<file path="config.mk">
export PLATFORM = sky130hd
export DESIGN_NAME = div_seq_arbiter
export DESIGN_NICKNAME = d
export VERILOG_FILES = /design/src/rtl/div_seq_arbiter.sv
export SDC_FILE = /design/constraint.sdc
export NUM_CORES = 1
export LEC_CHECK = 0
export CAP_MARGIN = 5
export CORE_UTILIZATION = 50
export CTS_CLUSTER_SIZE = 40
export DETAILED_ROUTE_END_ITERATION = 8
export DONT_BUFFER_PORTS = 1
export GPL_TIMING_DRIVEN = 0
export PLACE_DENSITY = 0.68
export SETUP_SLACK_MARGIN = 0.2
export SYNTH_ARGS = -nofsm -noshare
export SYNTH_HDL_FRONTEND = slang
export SYNTH_SLANG_ARGS = --single-unit
</file>
<file path="constraint.sdc">
create_clock -name clk -period 7.6 [get_ports clk]
set_clock_uncertainty 0.2 [all_clocks]
set_input_delay 1.52 -clock clk [delete_from_list [all_inputs] [get_ports clk]]
set_output_delay 1.52 -clock clk [all_outputs]
set_load 0.02 [all_outputs]
</file>
<file path="src/rtl/div_seq_arbiter.sv">
// div_seq_arbiter: round-robin front end for one shared radix-2 divider.
// Optional DIV_EARLY_OUT_EN retires |a| < |b| ops in a single cycle.
module div_seq_arbiter #(
  parameter int XLEN  = 32,
  parameter int TAG_W = 6
) (
  input  logic                  clk,
  input  logic                  rst_n,
  input  logic [1:0]            req_valid,
  input  logic [1:0][1:0]       req_op,
  input  logic [1:0][XLEN-1:0]  req_a,
  input  logic [1:0][XLEN-1:0]  req_b,
  input  logic [1:0][TAG_W-1:0] req_tag,
  output logic [1:0]            req_ready,
  input  logic                  flush,
  output logic                  res_valid,
  input  logic                  res_ready,
  output logic [XLEN-1:0]       res_data,
  output logic [TAG_W-1:0]      res_tag,
  output logic                  res_lane,
  output logic                  busy
);

  typedef enum logic [1:0] {
    IDLE,
    CALC,
    DONE
  } state_t;

  localparam int CW = $clog2(XLEN);
  localparam logic [CW-1:0] LAST = CW'(XLEN - 1);
  localparam logic [XLEN-1:0] MIN = {1'b1, {(XLEN-1){1'b0}}};

  state_t state, state_nx;

  logic            rr_ptr;
  logic [CW-1:0]   cnt;
  logic [XLEN-1:0] quo;
  logic [XLEN-1:0] rem;
  logic [XLEN-1:0] dvs;
  logic            is_rem;
  logic            neg_q;
  logic            neg_r;

  logic            sel;
  logic            accept;
  logic [1:0]      op;
  logic [XLEN-1:0] a;
  logic [XLEN-1:0] b;
  logic            sgn;
  logic [XLEN-1:0] abs_a;
  logic [XLEN-1:0] abs_b;
  logic            b_zero;
  logic            ovf;
  logic            early;
  logic            special;
  logic [XLEN-1:0] spec_res;

  logic [XLEN:0]   trial;
  logic [XLEN-1:0] rem_nx;
  logic [XLEN-1:0] quo_nx;
  logic [XLEN-1:0] fix_q;
  logic [XLEN-1:0] fix_r;
  logic [XLEN-1:0] calc_res;

  // Lane 1 wins when it is the only requester or when it holds the pointer.
  assign sel = req_valid[1] & (~req_valid[0] | rr_ptr);

  always_comb begin
    req_ready = '0;
    if (state == IDLE && !flush) begin
      req_ready[sel] = |req_valid;
    end
  end

  assign accept = |req_ready;
  assign busy   = state != IDLE;

  assign op     = req_op[sel];
  assign a      = req_a[sel];
  assign b      = req_b[sel];
  assign sgn    = ~op[0];
  assign abs_a  = (sgn && a[XLEN-1]) ? -a : a;
  assign abs_b  = (sgn && b[XLEN-1]) ? -b : b;
  assign b_zero = b == '0;
  assign ovf    = sgn && (a == MIN) && (&b);

`ifdef DIV_EARLY_OUT_EN
  assign early = !b_zero && (abs_a < abs_b);
`else
  assign early = 1'b0;
`endif

  assign special = b_zero | ovf | early;

  always_comb begin
    spec_res = op[1] ? a : '0;
    unique case (1'b1)
      b_zero:  spec_res = op[1] ? a : '1;
      ovf:     spec_res = op[1] ? '0 : MIN;
      default: spec_res = op[1] ? a : '0;
    endcase
  end

  // Restoring step: a borrow out of the trial subtract keeps the old remainder.
  assign trial  = {rem, quo[XLEN-1]} - {1'b0, dvs};
  assign rem_nx = trial[XLEN] ? {rem[XLEN-2:0], quo[XLEN-1]}
                              : trial[XLEN-1:0];
  assign quo_nx = {quo[XLEN-2:0], ~trial[XLEN]};

  assign fix_q    = neg_q ? -quo_nx : quo_nx;
  assign fix_r    = neg_r ? -rem_nx : rem_nx;
  assign calc_res = is_rem ? fix_r : fix_q;

  always_comb begin
    state_nx = state;
    unique case (state)
      IDLE: begin
        if (accept) state_nx = special ? DONE : CALC;
      end
      CALC: begin
        if (flush)             state_nx = IDLE;
        else if (cnt == LAST)  state_nx = DONE;
      end
      DONE: begin
        if (flush || (res_valid && res_ready)) state_nx = IDLE;
      end
      default: state_nx = IDLE;
    endcase
  end

  always_ff @(posedge clk or negedge rst_n) begin
    if (!rst_n) begin
      state     <= IDLE;
      rr_ptr    <= 1'b0;
      cnt       <= '0;
      quo       <= '0;
      rem       <= '0;
      dvs       <= '0;
      is_rem    <= 1'b0;
      neg_q     <= 1'b0;
      neg_r     <= 1'b0;
      res_valid <= 1'b0;
      res_data  <= '0;
      res_tag   <= '0;
      res_lane  <= 1'b0;
    end else begin
      state     <= state_nx;
      res_valid <= (state == DONE) && !flush
                   && !(res_valid && res_ready);
      if (accept) begin
        rr_ptr   <= ~sel;
        res_tag  <= req_tag[sel];
        res_lane <= sel;
        is_rem   <= op[1];
        neg_q    <= sgn & (a[XLEN-1] ^ b[XLEN-1]);
        neg_r    <= sgn & a[XLEN-1];
        quo      <= abs_a;
        rem      <= '0;
        dvs      <= abs_b;
        cnt      <= '0;
        if (special) res_data <= spec_res;
      end else if (state == CALC && !flush) begin
        quo <= quo_nx;
        rem <= rem_nx;
        cnt <= cnt + 1'b1;
        if (cnt == LAST) res_data <= calc_res;
      end
    end
  end

endmodule
</file>
# After elaboration in Yosys (flattened, before gate mapping)
# Index checks and enable logic that the tools add are counted.
# classes
bitwise_logic,11
n_shift,0
mul,0
add_sub_neg,6
order_cmp,2
muxes,37
reduce_logical,23
n_div,0
n_eq_ne,8
# op_table
op,count
two-way mux 32 bit,21
negator 32 bit,4
case mux 32 bit (2 select lines),1
subtractor 33 x 32 -> 33 bit,1
"== test 32 bit, second input constant",1
zero test 32 bit,1
AND reduction 32 bit,1
two-way mux 2 bit,8
two-way mux 6 bit,2
logical AND 1 bit,10
two-way mux 5 bit,2
case mux 2 bit (3 select lines),1
AND reduction 3 bit,2
nonzero test 2 bit,3
"adder 5 x 1 -> 5 bit, second input constant",1
"== test 5 bit, second input constant",1
"!= test 2 bit, second input constant",2
inverter 1 bit,4
OR reduction 2 bit,2
AND 1 bit,3
"!= test 3 bit, second input constant",1
AND 2 bit,1
"== test 2 x 1 -> 1 bit, second input constant",1
"== test 2 bit, second input constant",1
10 further kinds,12
# word_totals
in_bits,150
ff_bits,147
romBits,0
out_inout_bits,43
ramBits,0
latchBits,0
memories,0
elab_cells,100

# Depth between registers and ports, before layout
# depth
ltp_word,12
mapped_depth,25

# Worst setup path before layout
# OpenSTA, ideal clock, no wires.
# synth_path
path_kind,input port to flip-flop
startpoint,input req_valid[1]
endpoint,register res_data[25]
t_arrival_ps,5924
setup_time_ps,128
cell_stages,20
path_slack_ps,1348
cell_sequence,buf_2 -> and2_1 -> buf_6 -> buf_6 -> buf_2 -> buf_2 -> buf_1 -> buf_2 -> buf_2 -> mux2i_1 -> ha_1 -> inv_1 -> or4_1 -> or4_4 -> a21oi_4 -> or2_4 -> buf_6 -> nor2_2 -> a221oi_2 -> nand3b_1
# synth_between
elab_chain_cells,10
word_cells_on_any_way,32
# synth_lines
item,line_no,rtl
from (decl),9,"input logic [1:0] req_valid,"
AND 1 bit,67,assign sel = req_valid[1] & (~req_valid[0] | rr_ptr);
less-than comparator 1 x 2 -> 1 bit (not written as such) or greater-or-equal comparator 1 bit (tied branches),72,req_ready[sel] = |req_valid;
logical AND 1 bit (not written as such),72,
two-way mux 1 bit (not written as such),72,
demux 1 bit (select 1 bit),72,
AND 2 bit (no source line),-,
two-way mux 2 bit,71,if (state == IDLE && !flush) begin
OR reduction 2 bit,76,assign accept = |req_ready;
!= test 2 x 1 -> 1 bit (no source line) or nonzero test 2 bit (tied branches),-,
AND reduction 3 bit (no source line),-,
to (signal assigned),162,if (special) res_data <= spec_res;
to (signal assigned),167,if (cnt == LAST) res_data <= calc_res;
to (decl),18,"output logic [XLEN-1:0] res_data,"
# Parallel ways exist; a longest one is shown, timed or not. The select of a mux whose other input is x is not followed.
# A chain may end at the register's enable or synchronous reset.

# Final worst setup path
# layout_path
startpoint,register quo[31]
endpoint,register res_data[22]
# layout_between
elab_chain_cells,8
word_cells_on_any_way,11
# layout_lines
item,line_no,rtl
from (decl),38,logic [XLEN-1:0] quo;
from (signal assigned),158,quo <= abs_a;
from (signal assigned),164,quo <= quo_nx;
subtractor 33 x 32 -> 33 bit,106,"assign trial = {rem, quo[XLEN-1]} - {1'b0, dvs};"
two-way mux 32 bit or inverter 1 bit (tied branches),"107, 109",
negator 32 bit (on tied branches),"112, 111",
two-way mux 32 bit (on tied branches),"112, 111",
two-way mux 32 bit *,113,assign calc_res = is_rem ? fix_r : fix_q;
two-way mux 32 bit *,167,
two-way mux 32 bit *,163,end else if (state == CALC && !flush) begin
two-way mux 32 bit *,151,if (accept) begin
# Mark *: on every way between the ends. The rest lies on a longest branch, timed or not. The select of a mux whose other input is x is not followed.

==> flow_summary.toml <==
[setup_path]
crit_path_max_incr_delay_ns = 0.42
worstPathArrival_ns = 7.17
cp.depth = 25
worstPathRequired_ns = 7.76
worst_setup_path_start_kind = "register"
path_max_fanout = 10
crit_type = "register to register"
ff2ff_path_depth = 25
r2r-end = "res_data[22]"
regToRegSetupSlack_ns = 0.59
endpoint_kind = "register"
critPathTopFamily = "compound AO/OA/AOI/OAI gates"
path_buf_inv = 5
cpMaxStageDelayCell = "fa_1"
endpoint = "res_data[22]"
reg2reg_from = "quo[31]"
startpoint = "quo[31]"

[clock_network]
cts_tree = "built"
htree_levels = 4
cts_num_sinks = 147
cts.clk_slew.worst_paths_ns = 0.07
cts_root_buf = "clkbuf_16"
cts_buffers = 17
cts_hold_buf = 0
clk_latency_ns = 0.44
cts_buffer_depth = 2

[final_layout]
drive_above_1_share_pct = 5.859
synthToLayoutAreaGrowth_pct = 7.799
final_cell_mix = "nand2_1, o21ai_0, dfrtp_1"
seqCellArea_mm2 = 0.003679
diodes = 0
num-nets-final = 1918
multi_input_area_mm2 = 0.008935
fillers = 2541
layout_commonest_cell = "nand2_1"

[placement]
hpwl_um = 41410
gp_congestion = 1.019
port_buffers = 0

[sta]
tightest_slew_ns = 1.262
drv_slew = 0
rsz0062_at_grt = "yes"
hold-worst-slack_ns = 0.2834
setup_viol_count_final = 0
tns_ns = 0
slew_headroom_pct = 14.51
max_freq_ghz = 0.1427
period_minus_slack_ns = 7.010
hold_viol_final = 0
finalCritPeriodShare_pct = 92.23

[yosys]
yosys.area_share.simple_pct = 21.02
avgSynthCellArea_um2 = 7.778
synth_compound_gate_area_share_pct = 26.15
muxShareOfSynthArea_pct = 6.867
async_reset_ff_share_pct = 100.0
syn-instance-count = 1710
synth_top_family_by_area = "compound AO/OA/AOI/OAI gates"
synth-xor-area-share_pct = 9.153
synth_fp_nets = 1900
synth_edf_count = 0
ys_warn_count = 0
yosysSeqAreaShare_pct = 27.66
synth_fa_ha_area_share_pct = 3.819
synthFlopType = "dfrtp_1"
yosysUniqueCellTypes = 92
ys_ff_latch = 147
netlist_area_mm2 = 0.01330

[route]
firstDrtPassIters = 7
wl_per_cell_um = 24.71
drc = 0
drt_iter0_drc = 1359
ant_nets = 0
num_vias = 13690
routed_wl_um = 51290
via_per_inst = 6.592

[worst_hold_path]
min_path_type = "register to register"
holdPathStages = 2

[floorplan]
rows = 59
die_y_um = 165.1
die_w_um = 165.1
io_pins = 193
die-area_mm2 = 0.02726
coreArea_mm2 = 0.02606
initial_core_util_pct = 51.04

[global_route]
grt_max_degree = 148
track_usage_pct = 37.72
antenna_found_initial = 0
grt-ovfl-total = 0
grt_pass1_wl_um = 76180
grt_pass1_vias = 12740

[power]
power.density_mw_per_mm2 = 325.5
p_leak_nw = 5.858
ir_worst_vdd_mv = 0.1545

[run_status]
status = "finished, final reports clean"

[flow_run]
maxCapViolations = 0
## per-layer routing
layer	up-vias	GRT usage (%)	wire length (um)	part of all wire, %
li1	6293	-	-	-
met3	121	10.24	5368	10
met5	-	0	0	0
met1	6490	51.83	22200	43
met2	781	56.37	21940	43
met4	0	13.59	1793	3.5
## worst min path at each step
stage	from	endpoint	slack [ns]
2_1_floorplan	dvs[10]	dvs[10]	0.25
6_report	dvs[19]	dvs[19]	0.28
3_3_place_gp	dvs[22]	dvs[22]	0.26
3_5_place_dp	dvs[6]	dvs[6]	0.27
4_1_cts	dvs[6]	dvs[6]	0.29
5_1_grt	dvs[22]	dvs[22]	0.31
## synthesized netlist by cell type (23+ instances only)
| library cell | count | share of area, % |
|---|---|---|
| ha_1 | 39 | 3.7 |
| a21oi_1 | 116 | 4.4 |
| clkbuf_1 | 66 | 1.9 |
| o21ai_0 | 198 | 7.5 |
| xnor2_1 | 80 | 5.3 |
| a22oi_1 | 38 | 2.1 |
| nor2_1 | 109 | 3.1 |
| xor2_1 | 59 | 3.9 |
| nand2_1 | 204 | 5.8 |
| inv_1 | 60 | 1.7 |
| dfrtp_1 | 147 | 28 |
| nand4_1 | 25 | 1.2 |
| nor4_1 | 23 | 1.1 |
| buf_2 | 26 | 0.98 |
| nor3_1 | 42 | 1.6 |
| nand3_1 | 51 | 1.9 |
| or3_1 | 25 | 1.2 |
| mux2i_1 | 82 | 6.2 |
## worst register-to-register path: cells and delay by family (launching register included)
| family | cells | cell delay [ns] |
|---|---|---|
| compound gates | 10 | 2.52 |
| buf+inv | 5 | 1.30 |
| simple gates | 6 | 1.26 |
| fa+ha+maj | 3 | 0.98 |
| flops | 1 | 0.39 |
| xor+xnor | 1 | 0.31 |
## report_power, final
group          internal (W)  total, W  switching, W  leakage (nW)
clock              0.000495  0.000886      0.000391         0.288
sequential         0.000983   0.00123      0.000251          1.93
combinational      0.000850   0.00255       0.00170          3.64
total               0.00233   0.00467       0.00234          5.86
## logic make-up after synthesis
| group | Yosys count |
|---|---|
| compound gates | 549 |
| xor+xnor | 139 |
| fa+ha+maj | 40 |
| buf+inv | 169 |
| flops | 147 |
| mux | 90 |
| simple gates | 576 |
## state kept, by name (all words and copies together), names as in the netlist
signal / flops
res_tag: 6
res_lane: 1
res_data: 32
neg_r: 1
cnt: 5
dvs: 32
rem: 32
quo: 32
neg_q: 1
state: 2
res_valid: 1
rr_ptr: 1
is_rem: 1
## area by class of cell
| class | instances | area share [%] |
|---|---|---|
| multi-input cells | 1394 | 62.32 |
| plain buffers | 107 | 3.351 |
| clock inverters | 14 | 1.161 |
| flip-flops and latches | 147 | 25.66 |
| inverters | 61 | 1.597 |
| clock buffers | 18 | 2.993 |
| well taps | 335 | 2.923 |
## timing repair
action,CTS,global route
gates resized for setup,0,5
buffers inserted,0,0
endpoints found under the setup margin,0,9
## stage by stage
| stage | area (um2) | utilization [%] | cells | power, W | setup slack (ns) |
|---|---|---|---|---|---|
| 2_1_floorplan | 13300 | - | 1710 | 0.002915 | 1.348 |
| 3_3_place_gp | 13720 | 52.65 | 2045 | 0.003668 | 0.05380 |
| 3_5_place_dp | 13720 | 52.67 | 2045 | 0.003695 | 0.02408 |
| 4_1_cts | 14320 | 54.95 | 2077 | 0.004577 | 0.4077 |
| 5_1_grt | 14340 | 55.02 | 2076 | 0.004922 | 0.1898 |
| 6_report | 14340 | 55.02 | 2076 | 0.004667 | 0.5904 |
Note: power is estimated with default switching activity, not from simulation.
